<file path="config.mk">
export PLATFORM = sky130hd
export DESIGN_NAME = ex_div_ctrl
export DESIGN_NICKNAME = d
export VERILOG_FILES = /design/src/rtl/ex_div_ctrl_pkg.sv /design/src/rtl/ex_div_ctrl_div_step.sv /design/src/rtl/ex_div_ctrl.sv
export SDC_FILE = /design/constraint.sdc
export NUM_CORES = 1
export LEC_CHECK = 0
export ABC_AREA = 1
export CAP_MARGIN = 30
export CORE_MARGIN = 1.5
export CORE_UTILIZATION = 56
export DETAILED_ROUTE_END_ITERATION = 10
export PLACE_DENSITY_LB_ADDON = 0.08
export SKIP_LAST_GASP = 1
export SLEW_MARGIN = 20
export SYNTH_ARGS = -nofsm -noshare
export SYNTH_HDL_FRONTEND = slang
export SYNTH_SLANG_ARGS = --single-unit
</file>
<file path="constraint.sdc">
create_clock -name clk_i -period 10.3 [get_ports clk_i]
set_input_delay 2.06 -clock clk_i [delete_from_list [all_inputs] [get_ports clk_i]]
set_output_delay 2.06 -clock clk_i [all_outputs]
set_load 0.1 [all_outputs]
</file>
<file path="src/rtl/ex_div_ctrl_pkg.sv">
// Shared encodings for the EX-stage divide sequencer: FSM states, iteration count and stall levels.
package ex_div_ctrl_pkg;

  localparam int DIV_CYCLES = 32;

  localparam logic [1:0] DIV_IDLE = 2'd0;
  localparam logic [1:0] DIV_ZERO = 2'd1;
  localparam logic [1:0] DIV_RUN  = 2'd2;
  localparam logic [1:0] DIV_DONE = 2'd3;

  localparam logic STALL_ENABLE  = 1'b1;
  localparam logic STALL_DISABLE = 1'b0;

endpackage

</file>
<file path="src/rtl/ex_div_ctrl_div_step.sv">
// One combinational restoring-division iteration on magnitudes; caller keeps rem < dvs between steps.
module div_step #(
  parameter int DATA_W = 32
) (
  input  logic [DATA_W-1:0] rem_i,
  input  logic [DATA_W-1:0] quo_i,
  input  logic [DATA_W-1:0] dvs_i,
  output logic [DATA_W-1:0] rem_o,
  output logic [DATA_W-1:0] quo_o
);

  logic [DATA_W:0]   rem_sh;
  logic [DATA_W-1:0] diff;
  logic              ge;

  assign rem_sh = {rem_i, quo_i[DATA_W-1]};
  assign ge     = (rem_sh >= {1'b0, dvs_i});
  // When ge holds the true difference is below dvs, so the low bits carry it exactly.
  assign diff   = rem_sh[DATA_W-1:0] - dvs_i;
  assign rem_o  = ge ? diff : rem_sh[DATA_W-1:0];
  assign quo_o  = {quo_i[DATA_W-2:0], ge};

endmodule

</file>
<file path="src/rtl/ex_div_ctrl.sv">
// DIV/DIVU sequencer for EX: 32-cycle restoring divide with stall request and sign fix-up.
// Optional DIV_EARLY_OUT_EN: finish in one cycle when |dividend| < |divisor|.
module ex_div_ctrl
  import ex_div_ctrl_pkg::*;
#(
  parameter int DATA_W = DIV_CYCLES,
  parameter int CNT_W  = 6
) (
  input  logic              clk_i,
  input  logic              rst_i,
  input  logic              start_i,
  input  logic              signed_div_i,
  input  logic              annul_i,
  input  logic [DATA_W-1:0] dividend_i,
  input  logic [DATA_W-1:0] divisor_i,
  output logic              stall_req_o,
  output logic              busy_o,
  output logic              result_valid_o,
  output logic [DATA_W-1:0] quotient_o,
  output logic [DATA_W-1:0] remainder_o
);

  logic [1:0]        state_q, state_d;
  logic [CNT_W-1:0]  cnt_q, cnt_d;
  logic [DATA_W-1:0] rem_q, rem_d;
  logic [DATA_W-1:0] quo_q, quo_d;
  logic [DATA_W-1:0] dvs_q, dvs_d;
  logic [DATA_W-1:0] dvd_q, dvd_d;
  logic              neg_quo_q, neg_quo_d;
  logic              neg_rem_q, neg_rem_d;
  logic [DATA_W-1:0] res_quo_q, res_quo_d;
  logic [DATA_W-1:0] res_rem_q, res_rem_d;

  logic              dvd_neg, dvs_neg;
  logic [DATA_W-1:0] dvd_mag, dvs_mag;
  logic [DATA_W-1:0] step_rem, step_quo;
  logic [DATA_W-1:0] fix_quo, fix_rem;

  assign dvd_neg = signed_div_i & dividend_i[DATA_W-1];
  assign dvs_neg = signed_div_i & divisor_i[DATA_W-1];
  assign dvd_mag = dvd_neg ? -dividend_i : dividend_i;
  assign dvs_mag = dvs_neg ? -divisor_i  : divisor_i;

  div_step #(.DATA_W(DATA_W)) u_step (
    .rem_i (rem_q),
    .quo_i (quo_q),
    .dvs_i (dvs_q),
    .rem_o (step_rem),
    .quo_o (step_quo)
  );

  assign fix_quo = neg_quo_q ? -step_quo : step_quo;
  assign fix_rem = neg_rem_q ? -step_rem : step_rem;

  always_comb begin
    state_d   = state_q;
    cnt_d     = cnt_q;
    rem_d     = rem_q;
    quo_d     = quo_q;
    dvs_d     = dvs_q;
    dvd_d     = dvd_q;
    neg_quo_d = neg_quo_q;
    neg_rem_d = neg_rem_q;
    res_quo_d = res_quo_q;
    res_rem_d = res_rem_q;
    case (state_q)
      DIV_IDLE: begin
        if (start_i && !annul_i) begin
          dvd_d     = dividend_i;
          neg_quo_d = dvd_neg ^ dvs_neg;
          neg_rem_d = dvd_neg;
          rem_d     = '0;
          quo_d     = dvd_mag;
          dvs_d     = dvs_mag;
          cnt_d     = '0;
          res_quo_d = '0;
          res_rem_d = '0;
          if (divisor_i == '0) begin
            state_d = DIV_ZERO;
          end
`ifdef DIV_EARLY_OUT_EN
          else if (dvd_mag < dvs_mag) begin
            state_d   = DIV_DONE;
            res_rem_d = dividend_i;
          end
`endif
          else begin
            state_d = DIV_RUN;
          end
        end
      end
      DIV_ZERO: begin
        if (start_i) begin
          state_d   = DIV_DONE;
          res_quo_d = '1;
          res_rem_d = dvd_q;
        end else begin
          state_d = DIV_IDLE;
        end
      end
      DIV_RUN: begin
        if (start_i) begin
          rem_d = step_rem;
          quo_d = step_quo;
          cnt_d = cnt_q + CNT_W'(1);
          if (cnt_q == CNT_W'(DATA_W - 1)) begin
            state_d   = DIV_DONE;
            res_quo_d = fix_quo;
            res_rem_d = fix_rem;
          end
        end else begin
          state_d = DIV_IDLE;
        end
      end
      DIV_DONE: begin
        if (!start_i) begin
          state_d   = DIV_IDLE;
          res_quo_d = '0;
          res_rem_d = '0;
        end
      end
      default: state_d = DIV_IDLE;
    endcase
    // A flush wins over every other transition and leaves no stale result visible.
    if (annul_i) begin
      state_d   = DIV_IDLE;
      res_quo_d = '0;
      res_rem_d = '0;
    end
  end

  always_ff @(posedge clk_i) begin
    if (rst_i) begin
      state_q   <= DIV_IDLE;
      cnt_q     <= '0;
      rem_q     <= '0;
      quo_q     <= '0;
      dvs_q     <= '0;
      dvd_q     <= '0;
      neg_quo_q <= 1'b0;
      neg_rem_q <= 1'b0;
      res_quo_q <= '0;
      res_rem_q <= '0;
    end else begin
      state_q   <= state_d;
      cnt_q     <= cnt_d;
      rem_q     <= rem_d;
      quo_q     <= quo_d;
      dvs_q     <= dvs_d;
      dvd_q     <= dvd_d;
      neg_quo_q <= neg_quo_d;
      neg_rem_q <= neg_rem_d;
      res_quo_q <= res_quo_d;
      res_rem_q <= res_rem_d;
    end
  end

  assign stall_req_o    = (start_i && !annul_i && (state_q != DIV_DONE)) ? STALL_ENABLE : STALL_DISABLE;
  assign busy_o         = (state_q != DIV_IDLE);
  assign result_valid_o = (state_q == DIV_DONE);
  assign quotient_o     = res_quo_q;
  assign remainder_o    = res_rem_q;

endmodule

</file>
Word-level counts from Yosys, hierarchy flattened
Index checks and enable logic that the tools add are counted.
- register bits: 202
- output and inout bits: 67
- word-level logic and storage cells: 74
- add/sub/neg operators: 6
- magnitude comparators: 1
- equal/unequal tests: 11
- multiplexer cells: 31
- bitwise logic cells: 3
- reduce and logical (&&, ||, !) cells: 12
- operators by type and width (operator ; number):
    32-bit two-way mux ; 16
    32-bit case mux with 4 select lines ; 2
    32-bit negator ; 4
    32-bit case mux with 2 select lines ; 2
    33-bit by 32-bit greater-or-equal comparator with 1-bit output ; 1
    32-bit logical NOT ; 1
    32-bit subtractor ; 1
    2-bit two-way mux ; 6
    6-bit two-way mux ; 2
    2-bit != test (second input constant) ; 6
    6-bit case mux with 2 select lines ; 1
    2-bit case mux with 4 select lines ; 1
    6-bit by 1-bit adder with 6-bit output (second input constant) ; 1
    6-bit by 5-bit == test with 1-bit output (second input constant) ; 1
    3-bit AND reduction ; 2
    5-bit AND reduction ; 1
    2-bit == test (second input constant) ; 2
    2-bit nonzero test ; 2
    3-bit != test (second input constant) ; 1
    1-bit AND ; 2
    2-bit by 1-bit == test with 1-bit output (second input constant) ; 1
    1-bit logical AND ; 2
    2-bit logical NOT ; 1
    2-bit AND reduction ; 1
    other kinds (4) ; 4

Logic depth before layout (Yosys ltp)
Gate-level depths: netlist (run 1).
- depth in word-level cells: 7
- gate-level depth with buffers: 31
- depth with buffers taken out: 30

Cells and area by module
A second synthesis (run 1) with hierarchy kept.
- cells, all modules: 2547
- area, all modules: 15114.5 um2
- by module, submodules not included (module ; times used ; cells an instance ; area each (um2) ; sequential area each (um2)):
    ex_div_ctrl ; 1 ; 1863 ; 11681.2 ; 4043.9
    div_step ; 1 ; 684 ; 3433.3 ; 0.0

Worst setup path before layout (run 1)
Ideal clock, no wire load.
- kind: in2out
- from: in annul_i
- to: out stall_req_o
- arrival time: 3.451 ns
- path slack: 4.789 ns
- stages on the path: 3
- buffers on the path: 0
- cells stage by stage: inv_1 > nand2_1 > nor2_1
- longest elaborated chain between the ends: 4
- ends and longest elaborated chain (what ; line ; text):
    start: declaration ; ex_div_ctrl.sv:13 ; input logic annul_i,
    1-bit logical NOT ; ex_div_ctrl.sv:158 ; assign stall_req_o = (start_i && !annul_i && (state_q != DIV_DONE)) ? STALL_ENABLE : STALL_DISABLE;
    1-bit logical AND (2 in series) ; ex_div_ctrl.sv:158 ;
    1-bit two-way mux ; ex_div_ctrl.sv:158 ;
    end: declaration ; ex_div_ctrl.sv:16 ; output logic stall_req_o,
No other way between the ends.

Final worst setup path (run 1)
- from: in start_i
- to: out stall_req_o
- longest elaborated chain between the ends: 3
- ends and longest elaborated chain (what ; line ; text):
    start: declaration ; ex_div_ctrl.sv:11 ; input logic start_i,
    1-bit logical AND (2 in series) ; ex_div_ctrl.sv:158 ;
    1-bit two-way mux ; ex_div_ctrl.sv:158 ;
No other way between the ends.

==> results of run 1 <==
-- critical path, delay by kind of cell --
family        cells  cell delay (ns)
buf+inv           2             1.69
simple gates      2             0.30
-- cell families after synthesis --
| kind of cell | count (synthesis) |
|---|---|
| and+or+nand+nor | 1179 |
| AOI/OAI and AO/OA | 471 |
| buffers and inverters | 414 |
| DFF | 202 |
| xor gates and xnor gates | 55 |
| adders and majority gates | 42 |
-- sequential cells by signal, summed over array words and instances (netlist names) --
register	cells
quotient_o	32
rem_q	32
dvs_q	32
neg_quo_q	1
cnt_q	6
quo_q	32
state_q	2
dvd_q	32
neg_rem_q	1
remainder_o	32
-- where the power goes --
part / total, W / internal, W / switching [W]
logic: 0.000489 / 0.000153 / 0.000336
clock network: 0.000931 / 0.000562 / 0.000369
registers: 0.000841 / 0.000813 / 0.0000274
total: 0.00226 / 0.00153 / 0.000732
-- cell usage in the layout (no fill, tap or decap), types with 7 or more instances in the layout --
master           netlist  layout
nand3b_1              11      11
nand4_1               20      20
nor2_4                 7       9
ha_1                  41      40
a21oi_1              230     230
buf_4                  3      14
dfxtp_1              202     202
a31oi_1               13      13
o21ai_1                9       9
nor2_2                11      12
nand3_1              120     120
inv_2                  9      10
clkbuf_16              0      25
xor2_1                36      36
o211ai_1              14      14
nor4_1                11      11
nor3_1                40      40
nand2_1              711     708
and2_1                 7       7
xnor2_1               19      19
o221ai_1              18      18
inv_1                296     294
nand2_2               20      23
o22ai_1               10      10
clkdlybuf4s50_1        0     134
o21ai_0              138     138
o31ai_1               16      16
nor2_1               201     198
-- layer usage --
layer  GRT usage  vias up  share of wire
met4      0.0788        0          0.025
met5           0        -              0
met1       0.499     7151           0.45
met2       0.551      648           0.43
met3      0.0530       81          0.089
li1            -     7786              -
-- layout make-up --
class                   instances  area, um^2  share of cell area
multi-input cells            1747        8660               0.521
well taps                     330         413              0.0248
clock buffers                  31         698              0.0420
inverters                     308        1160              0.0696
clock inverters                15         183              0.0110
repair buffers                150        1470              0.0883
flip-flops and latches        202        4040               0.243
-- metrics by stage --
| stage | hold slack (ns) | area [um^2] | power, W | setup WS, ns | cells |
|---|---|---|---|---|---|
| 2_1_floorplan | 0.425 | 14300 | 0.00118 | 4.79 | 2363 |
| 3_3_place_gp | 0.435 | 15700 | 0.00132 | 4.25 | 2736 |
| 5_1_grt | 0.475 | 16600 | 0.00236 | 4.16 | 2783 |
| 3_5_place_dp | 0.448 | 15700 | 0.00133 | 4.23 | 2737 |
| 6_report | 0.455 | 16600 | 0.00226 | 4.19 | 2783 |
| 4_1_cts | 0.456 | 16600 | 0.00226 | 4.21 | 2783 |
-- worst paths after layout --
| check | start | to | slack [ns] |
|---|---|---|---|
| min reg2reg | dvd_q[19]$_SDFFE_PP0P_ | dvd_q[19]$_SDFFE_PP0P_ | 0.46 |
| max reg2reg | rem_q[18]$_SDFFE_PP0P_ | quotient_o[26]$_SDFFE_PP0P_ | 4.82 |
| min | dvd_q[19]$_SDFFE_PP0P_ | dvd_q[19]$_SDFFE_PP0P_ | 0.46 |
| max | start_i | stall_req_o | 4.19 |
==> results.md, run 1 <==
- Status: complete, no violations
- Yosys top cell by area: dfxtp_1
- Max FO, Critical Path: 5
- WHS Path Cells: 2
- Die height: 163 um
- Buffers inserted by post-CTS timing repair: 0
- Slew Viols, Final: 0
- Fraction of the mapped netlist area in adder cells: 0.0374
- Least-Margin Pin Slew: 0.999 ns
- Tot GR Track Use: 0.349
- Post-layout util: 0.662
- Vias in the first global route: 14,200
- YS warnings: 0
- Port bufs: 135
- CP startpoint kind: primary input
- Total Nets Final: 2,545
- Peak VDD IR: 165 uV
- Top_reg_cell synth: dfxtp_1
- Routed WL per cell: 16.6 um
- First-pass GRT wire length: 74.0 mm
- Routed WL: 46.1 mm
- Fillers: 2,407
- Netlist cell types: 53
- CP endpoint kind: output port
- Worst-Skew Late Latency: 0.54 ns
- Layout area overhead: 16.5%
- Antenna Nets Post-Route: 0
- I/O pins: 136
- Setup Viol. Count Final: 0
- Share of cells above drive strength 1: 0.0538
- Synth area leaders: dfxtp_1, nand2_1, a21oi_1
- Fmax: 0.164 GHz
- Worst path cell trace: clkdlybuf4s50_1, nand2_1, nor2_1, clkdlybuf4s50_1
- Post-Syn Area: 14,300 um^2
- Mean Syn Cell Area: 6.03 um^2
- Clock root buffer: clkbuf_16
- Vias per cell: 5.63
- Core area: 25,100 um^2
- Sum Neg Setup Slack: 0 ns
- Crit-path most repeated cell: clkdlybuf4s50_1
- Sequential share of the synthesized area: 0.284
- Drt drc: 0
- Pin count of the biggest net entering global routing: 82
- Die area: 26,400 um^2
- Cells after synthesis: 2,363
- Clock transition at path regs: 0.06 ns
- Post-synth top cells: nand2_1, inv_1, a21oi_1
- Mux share of post-synthesis cell area: 0
- HP Class: flop to flop
- Pwr Density: 136 nW/um^2
- CTS sink cnt: 202
- Final Skew: 0.0238 ns
- PostCTS Resize Cnt: 0
- 1st-iter DRT viols: 1,649
- Post-CTS Hold Buffers: 0
- Max stage delay on crit path: 1.14 ns
- Share of the synthesized area in the top cell type: 0.284
- Max_cap viols: 0
- CP arrival: 4.05 ns
- Num rows: 58
- Final Cycle Share: 0.594
- XOR/XNOR share of the synthesized area: 0.0338
- Worst path required time: 8.24 ns
- DR vias: 15,700
- GP Congestion: 0.986
- Num CTS Buffers: 25
- Slew headroom: 0.332
- CTS tree: yes
- H-tree lvl count: 1
- Synth async-reset ratio: 0
- Starting Density: 0.568
- Initial antenna violation count: 0
- N_diodes: 0
- R2R depth: 28
- Max Buffers Root-to-Sink: 3
- Post-synthesis compound-gate area fraction: 0.182
- Count leader, synth: nand2_1
- Drt pass-1 iters: 6
- Critical path type: primary input to output port
- Die width: 163 um
- HPWL after DPL: 34.8 mm
- EDFF count, synth: 0
- RSZ-0062 raised after global routing: false
- Post-Synth Simple-Gate Area: 0.352
- Largest family of logic cells by synthesized area: simple AND/OR/NAND/NOR gates
- Overflow after GRT: 0
- Final Hold Viols: 0
- FF+latch count, synth: 202
- Syn_nets: 2,474
- Static leakage: 7.58 nW
- Final worst path period need: 6.11 ns
- Slowest cell on crit path: clkdlybuf4s50_1
Note: power is estimated with default switching activity, not from simulation.
==> inputs of run 2 (changes only) <==
==> constraint.sdc (replaced) <==
create_clock -name clk_i -period 5.7 [get_ports clk_i]
set_input_delay 1.14 -clock clk_i [delete_from_list [all_inputs] [get_ports clk_i]]
set_output_delay 1.14 -clock clk_i [all_outputs]
set_load 0.1 [all_outputs]
==> results.md, run 2 (synthesized netlist as in run 1, its figures left out) <==
- Status: complete, no violations (unchanged)
- HPWL after DPL: 36.8 mm (was 34.8 mm)
- Fmax: 0.219 GHz
- Final Total Pwr: 0.00399 W (was 0.00226 W)
- Die area: 26,400 um^2 (unchanged)
- Total Nets Final: 2,548 (was 2,545)
- Max Buffers Root-to-Sink: 3 (unchanged)
- Routed WL per cell: 17.9 um (was 16.6 um)
- Vias in the first global route: 14,600 (was 14,200)
- Pin count of the biggest net entering global routing: 81 (was 82)
- Die width: 163 um (unchanged)
- Max_cap viols: 0 (unchanged)
- Placed insts: 2,740 (was 2,737)
- Initial antenna violation count: 1 (was 0)
- Drt pass-1 iters: 6 (unchanged)
- Crit-path most repeated cell: nand2_1 (was clkdlybuf4s50_1)
- Critical path type: flop to flop (was primary input to output port)
- Sum Neg Setup Slack: 0 ns (unchanged)
- Final Hold Viols: 0 (unchanged)
- Max FO, Critical Path: 27 (was 5)
- Final cell count without fillers: 2,784 (was 2,783)
- RSZ-0062 raised after global routing: false (unchanged)
- CTS tree: yes (unchanged)
- H-tree lvl count: 1 (unchanged)
- Layout area overhead: 16.2% (was 16.5%)
- Post-layout util: 0.660 (was 0.662)
- First-pass GRT wire length: 78.2 mm (was 74.0 mm)
- Overflow after GRT: 0 (unchanged)
- Slowest cell on crit path: dfxtp_1 (was clkdlybuf4s50_1)
- Buffers inserted by post-CTS timing repair: 0 (unchanged)
- Vias per cell: 5.81 (was 5.63)
- Setup Viol. Count Final: 0 (unchanged)
- Worst-Skew Late Latency: 0.53 ns (was 0.54 ns)
- Final Cycle Share: 0.803
- I/O pins: 136 (unchanged)
- Post-CTS Hold Buffers: 0 (unchanged)
- PostCTS Resize Cnt: 0 (unchanged)
- Num CTS Buffers: 25 (unchanged)
- Slew headroom: 0.341 (was 0.332)
- Most common cell after layout, fill and taps aside: nand2_1 (unchanged)
- Clock transition at path regs: 0.07 ns (was 0.06 ns)
- Worst path required time: 6.15 ns (was 8.24 ns)
- Final Skew: 0.0109 ns (was 0.0238 ns)
- Peak VDD IR: 271 uV (was 165 uV)
- Clock root buffer: clkbuf_16 (unchanged)
- HP Class: flop to flop (unchanged)
- Most frequent cells in the layout: nand2_1, inv_1, a21oi_1, dfxtp_1, nor2_1 (unchanged)
- Fillers: 2,382 (was 2,407)
- Final worst path period need: 4.58 ns
- CP arrival: 5.03 ns (was 4.05 ns)
- Max stage delay on crit path: 0.34 ns (was 1.14 ns)
- Port bufs: 135 (unchanged)
- CP startpoint kind: flop (was primary input)
- Starting Density: 0.568 (unchanged)
- Die height: 163 um (unchanged)
- Num rows: 58 (unchanged)
- Drt drc: 0 (unchanged)
- Share of cells above drive strength 1: 0.0526 (was 0.0538)
- 1st-iter DRT viols: 1,773 (was 1,649)
- GP Congestion: 1.03 (was 0.986)
- Core area: 25,100 um^2 (unchanged)
- Pwr Density: 241 nW/um^2 (was 136 nW/um^2)
- Antenna Nets Post-Route: 0 (unchanged)
- Least-Margin Pin Slew: 0.986 ns (was 0.999 ns)
- CP endpoint kind: flop (was output port)
- Tot GR Track Use: 0.376 (was 0.349)
- Routed WL: 49.9 mm (was 46.1 mm)
- DR vias: 16,200 (was 15,700)
- Static leakage: 7.56 nW (was 7.58 nW)
- Slew Viols, Final: 0 (unchanged)
- CTS sink cnt: 202 (unchanged)
[run 2: path summary, 6_finish.rpt]
check        depth (start not counted)  slack [ns]                    from                          end
max reg2reg                         30        1.12   dvs_q[8]$_SDFFE_PP0P_  quotient_o[26]$_SDFFE_PP0P_
max                                 30        1.12   dvs_q[8]$_SDFFE_PP0P_  quotient_o[26]$_SDFFE_PP0P_
min reg2reg                          2        0.45  dvd_q[21]$_SDFFE_PP0P_       dvd_q[21]$_SDFFE_PP0P_
min                                  2        0.45  dvd_q[21]$_SDFFE_PP0P_       dvd_q[21]$_SDFFE_PP0P_
[run 2: power by group]
part           total [W]  leakage, nW  switching (W)  internal, W
clock            0.00156        0.385       0.000667     0.000898
sequential       0.00152         1.64      0.0000498      0.00147
combinational   0.000910         5.53       0.000632     0.000278
[run 2: area by class of cell]
cell class              count  area (um^2)  share of cell area
flip-flops and latches    202         4040               0.244
clock buffers              32          682              0.0412
multi-input cells        1747         8670               0.523
well taps                 330          413              0.0249
repair buffers            153         1490              0.0899
clock inverters            11          110             0.00665
diodes                      1         2.50            0.000151
inverters                 308         1160              0.0698
[run 2: per-stage QoR]
step | hold WS, ns | cell area, um^2 | setup slack, ns
floorplan | 0.425 | 14300 | 2.03
global placement | 0.434 | 15700 | 1.29
detailed placement | 0.439 | 15800 | 1.23
CTS | 0.450 | 16600 | 1.21
global route | 0.473 | 16600 | 0.486
finish | 0.452 | 16600 | 1.12
[run 2: routing by layer]
layer / part of all wire / vias to the layer above / track usage
li1: - / 7784 / -
met1: 0.43 / 7490 / 0.515
met2: 0.42 / 773 / 0.566
met3: 0.11 / 119 / 0.101
met4: 0.038 / 0 / 0.136
met5: 0 / - / 0
[run 2: worst max-delay path: cells and delay by family, from the launching register on]
family	cells	cell delay (ns)
DFF	1	0.34
buffers and inverters	7	0.49
adders and majority gates	2	0.54
AOI/OAI and AO/OA	2	0.25
and+or+nand+nor	19	2.86
==> inputs of run 3 (changes only) <==
--- a/config.mk
+++ b/config.mk
@@ -8,7 +8,7 @@
 export ABC_AREA = 1
 export CAP_MARGIN = 30
 export CORE_MARGIN = 1.5
-export CORE_UTILIZATION = 56
+export CORE_UTILIZATION = 53
 export DETAILED_ROUTE_END_ITERATION = 10
 export PLACE_DENSITY_LB_ADDON = 0.08
 export SKIP_LAST_GASP = 1
==> constraint.sdc (replaced) <==
create_clock -name clk_i -period 4.1 [get_ports clk_i]
set_input_delay 0.82 -clock clk_i [delete_from_list [all_inputs] [get_ports clk_i]]
set_output_delay 0.82 -clock clk_i [all_outputs]
set_load 0.1 [all_outputs]
==> results.md, run 3 (synthesized netlist as in run 1, its figures left out) <==
- Starting Density: 0.544 (was 0.568)
- Max FO, Critical Path: 6 (was 27)
- Critical path type: flop to flop (unchanged)
- Static leakage: 7.75 nW (was 7.56 nW)
- Final Cycle Share: 0.944 (was 0.803)
- Placed insts: 2,772 (was 2,740)
- Die height: 167 um (was 163 um)
- Routed WL: 50.5 mm (was 49.9 mm)
- Final Hold Viols: 0 (unchanged)
- Setup Viol. Count Final: 0 (unchanged)
- CP startpoint kind: flop (unchanged)
- Hold EP: dvd_q[19]$_SDFFE_PP0P_ (was dvd_q[21]$_SDFFE_PP0P_)
- CP endpoint kind: flop (unchanged)
- Die area: 27,900 um^2 (was 26,400 um^2)
- 1st-iter DRT viols: 1,853 (was 1,773)
- WHS Path Cells: 2 (unchanged)
- RR Endpoint: remainder_o[24]$_SDFFE_PP0P_ (was quotient_o[26]$_SDFFE_PP0P_)
- Crit-path most repeated cell: nand2_1 (unchanged)
- Worst-Skew Late Latency: 0.54 ns (was 0.53 ns)
- HP Class: flop to flop (unchanged)
- Reg-to-reg startpoint: dvs_q[11]$_SDFFE_PP0P_ (was dvs_q[8]$_SDFFE_PP0P_)
- R2R setup slack: 0.23 ns (was 1.12 ns)
- Overflow after GRT: 0 (unchanged)
- N_diodes: 0 (was 1)
- Max stage delay on crit path: 0.38 ns (was 0.34 ns)
- HPWL after DPL: 38.1 mm (was 36.8 mm)
- Vias per cell: 5.71 (was 5.81)
- Clock root buffer: clkbuf_16 (unchanged)
- Tot GR Track Use: 0.359 (was 0.376)
- Reg area: 4040 um^2 (unchanged)
- CP Buf/Inv Count: 5 (was 7)
- Vias in the first global route: 14,700 (was 14,600)
- CTS sink cnt: 202 (unchanged)
- Share of cells above drive strength 1: 0.0781 (was 0.0526)
- Largest delay share family, worst path: simple AND/OR/NAND/NOR gates (unchanged)
- Final worst slack: 0.230 ns (was 1.12 ns)
- Die width: 167 um (was 163 um)
- Fillers: 2,539 (was 2,382)
- Final Skew: 0.0150 ns (was 0.0109 ns)
- Least-Margin Pin Slew: 1.02 ns (was 0.986 ns)
- Max_cap viols: 0 (unchanged)
- Pin count of the biggest net entering global routing: 81 (unchanged)
- Sum Neg Setup Slack: 0 ns (unchanged)
- Antenna Nets Post-Route: 0 (unchanged)
- Layout area overhead: 19.3% (was 16.2%)
- DR vias: 16,100 (was 16,200)
- CP arrival: 4.33 ns (was 5.03 ns)
- Worst path required time: 4.56 ns (was 6.15 ns)
- First-pass GRT wire length: 79.8 mm (was 78.2 mm)
- Num CTS Buffers: 24 (was 25)
- Final cell count without fillers: 2,820 (was 2,784)
- GP Congestion: 0.991 (was 1.03)
- Drt pass-1 iters: 6 (unchanged)
- R2R depth: 24 (was 30)
- CTS tree: yes (unchanged)
- Final worst path period need: 3.87 ns (was 4.58 ns)
- Status: complete, no violations (unchanged)
- Port bufs: 135 (unchanged)
- Slew Viols, Final: 0 (unchanged)
- Peak VDD IR: 323 uV (was 271 uV)
- Fmax: 0.258 GHz (was 0.219 GHz)
- Worst path cell trace: inv_1, ha_1, nand2_1, buf_4, nor2_1, inv_1, nor2_2, nand3_1, nand3_1, nand2_1, nand2_1, nand2_1, nand2_1, inv_1, nand2_1, nor2_1, a21oi_1, nor2_4, nand3_1, nand2_1, o21ai_1, buf_4, nand2_1, a21oi_1
- Post-layout util: 0.649 (was 0.660)
- I/O pins: 136 (unchanged)
- Pwr Density: 340 nW/um^2 (was 241 nW/um^2)
- Pre-CTS setup slack: -0.0883 ns (was 1.23 ns)
- Most common cell after layout, fill and taps aside: nand2_1 (unchanged)
- Multi-input combinational cell area: 8790 um^2 (was 8670 um^2)
- Most frequent cells in the layout: nand2_1, inv_1, a21oi_1, dfxtp_1, nor2_1 (unchanged)
- Num rows: 59 (was 58)
- Initial antenna violation count: 2 (was 1)
- Slew headroom: 0.319 (was 0.341)
- Drt drc: 0 (unchanged)
- Total Nets Final: 2,578 (was 2,548)
- H-tree lvl count: 1 (unchanged)
- Core area: 26,200 um^2 (was 25,100 um^2)
- HP Start: dvd_q[19]$_SDFFE_PP0P_ (was dvd_q[21]$_SDFFE_PP0P_)
- Slowest cell on crit path: ha_1 (was dfxtp_1)
- Clock transition at path regs: 0.07 ns (about the same)
- Routed WL per cell: 17.9 um (about the same)
- Final Total Pwr: 0.00578 W (was 0.00399 W)
- Max Buffers Root-to-Sink: 3 (unchanged)
run 3: cell types whose count changed in the layout (fill, tap and decap cells not counted), moves of 4 or more:
cell      previous run  this run
buf_4               17        48
clkinv_2             2         6
ha_1                40        26
ha_2                 1        12
nand2_2             22        26
nor2_1             198       194
nor2_2              11        15
run 3: how the worst max path moves through the flow:
stage,from,endpoint,cells past startpoint
5_1_grt,dvs_q[15]$_SDFFE_PP0P_,quotient_o[26]$_SDFFE_PP0P_,30
3_5_place_dp,dvs_q[8]$_SDFFE_PP0P_,quotient_o[26]$_SDFFE_PP0P_,29
3_3_place_gp,dvs_q[6]$_SDFFE_PP0P_,quotient_o[26]$_SDFFE_PP0P_,30
2_1_floorplan,dvs_q[8]$_SDFFE_PP0P_,quotient_o[26]$_SDFFE_PP0P_,30
6_report,dvs_q[11]$_SDFFE_PP0P_,remainder_o[24]$_SDFFE_PP0P_,24
4_1_cts,dvs_q[6]$_SDFFE_PP0P_,quotient_o[26]$_SDFFE_PP0P_,29
run 3: layout make-up:
type                       instances  area share
timing repair buffer             184       0.103
multi-input combinational       1747       0.517
tap                              335      0.0246
sequential                       202       0.238
clock buffer                      30      0.0390
clock inverter                    14      0.0111
inverter                         308      0.0680
run 3: repair_timing:
action / in CTS / in global routing
gates resized for setup: 2 / 31
buffers inserted: 0 / 3
hold buffers: 0 / 0
cloned: 0 / 0
endpoints found under the setup margin: 4 / 12
pin swaps: 0 / 4
run 3: stage by stage:
step / hold WS (ns) / cell area (um^2)
detailed placement: 0.444 / 16000
floorplan: 0.425 / 14300
finish: 0.453 / 17000
global placement: 0.433 / 16000
CTS: 0.454 / 16800
global route: 0.476 / 17000
run 3: layer usage:
| layer | global-route usage | wire (um) |
|---|---|---|
| met5 | 0 | 13 |
| met4 | 0.0870 | 1320 |
| met3 | 0.0908 | 5740 |
| met2 | 0.532 | 21000 |
| met1 | 0.516 | 22500 |
run 3: worst min-delay path, delay by kind of cell, from the launching register on:
family                 cells  cell delay, ns
AO/OA/AOI/OAI              1            0.05
buffers and inverters      1            0.06
flip-flops                 1            0.30
run 3: where the power goes:
part / leakage (nW) / internal (W) / total [W] / switching [W]
combinational: 5.69 / 0.000441 / 0.00134 / 0.000899
sequential: 1.64 / 0.00204 / 0.00212 / 0.0000751
clock: 0.414 / 0.00140 / 0.00232 / 0.000922
total: 7.75 / 0.00388 / 0.00578 / 0.00190
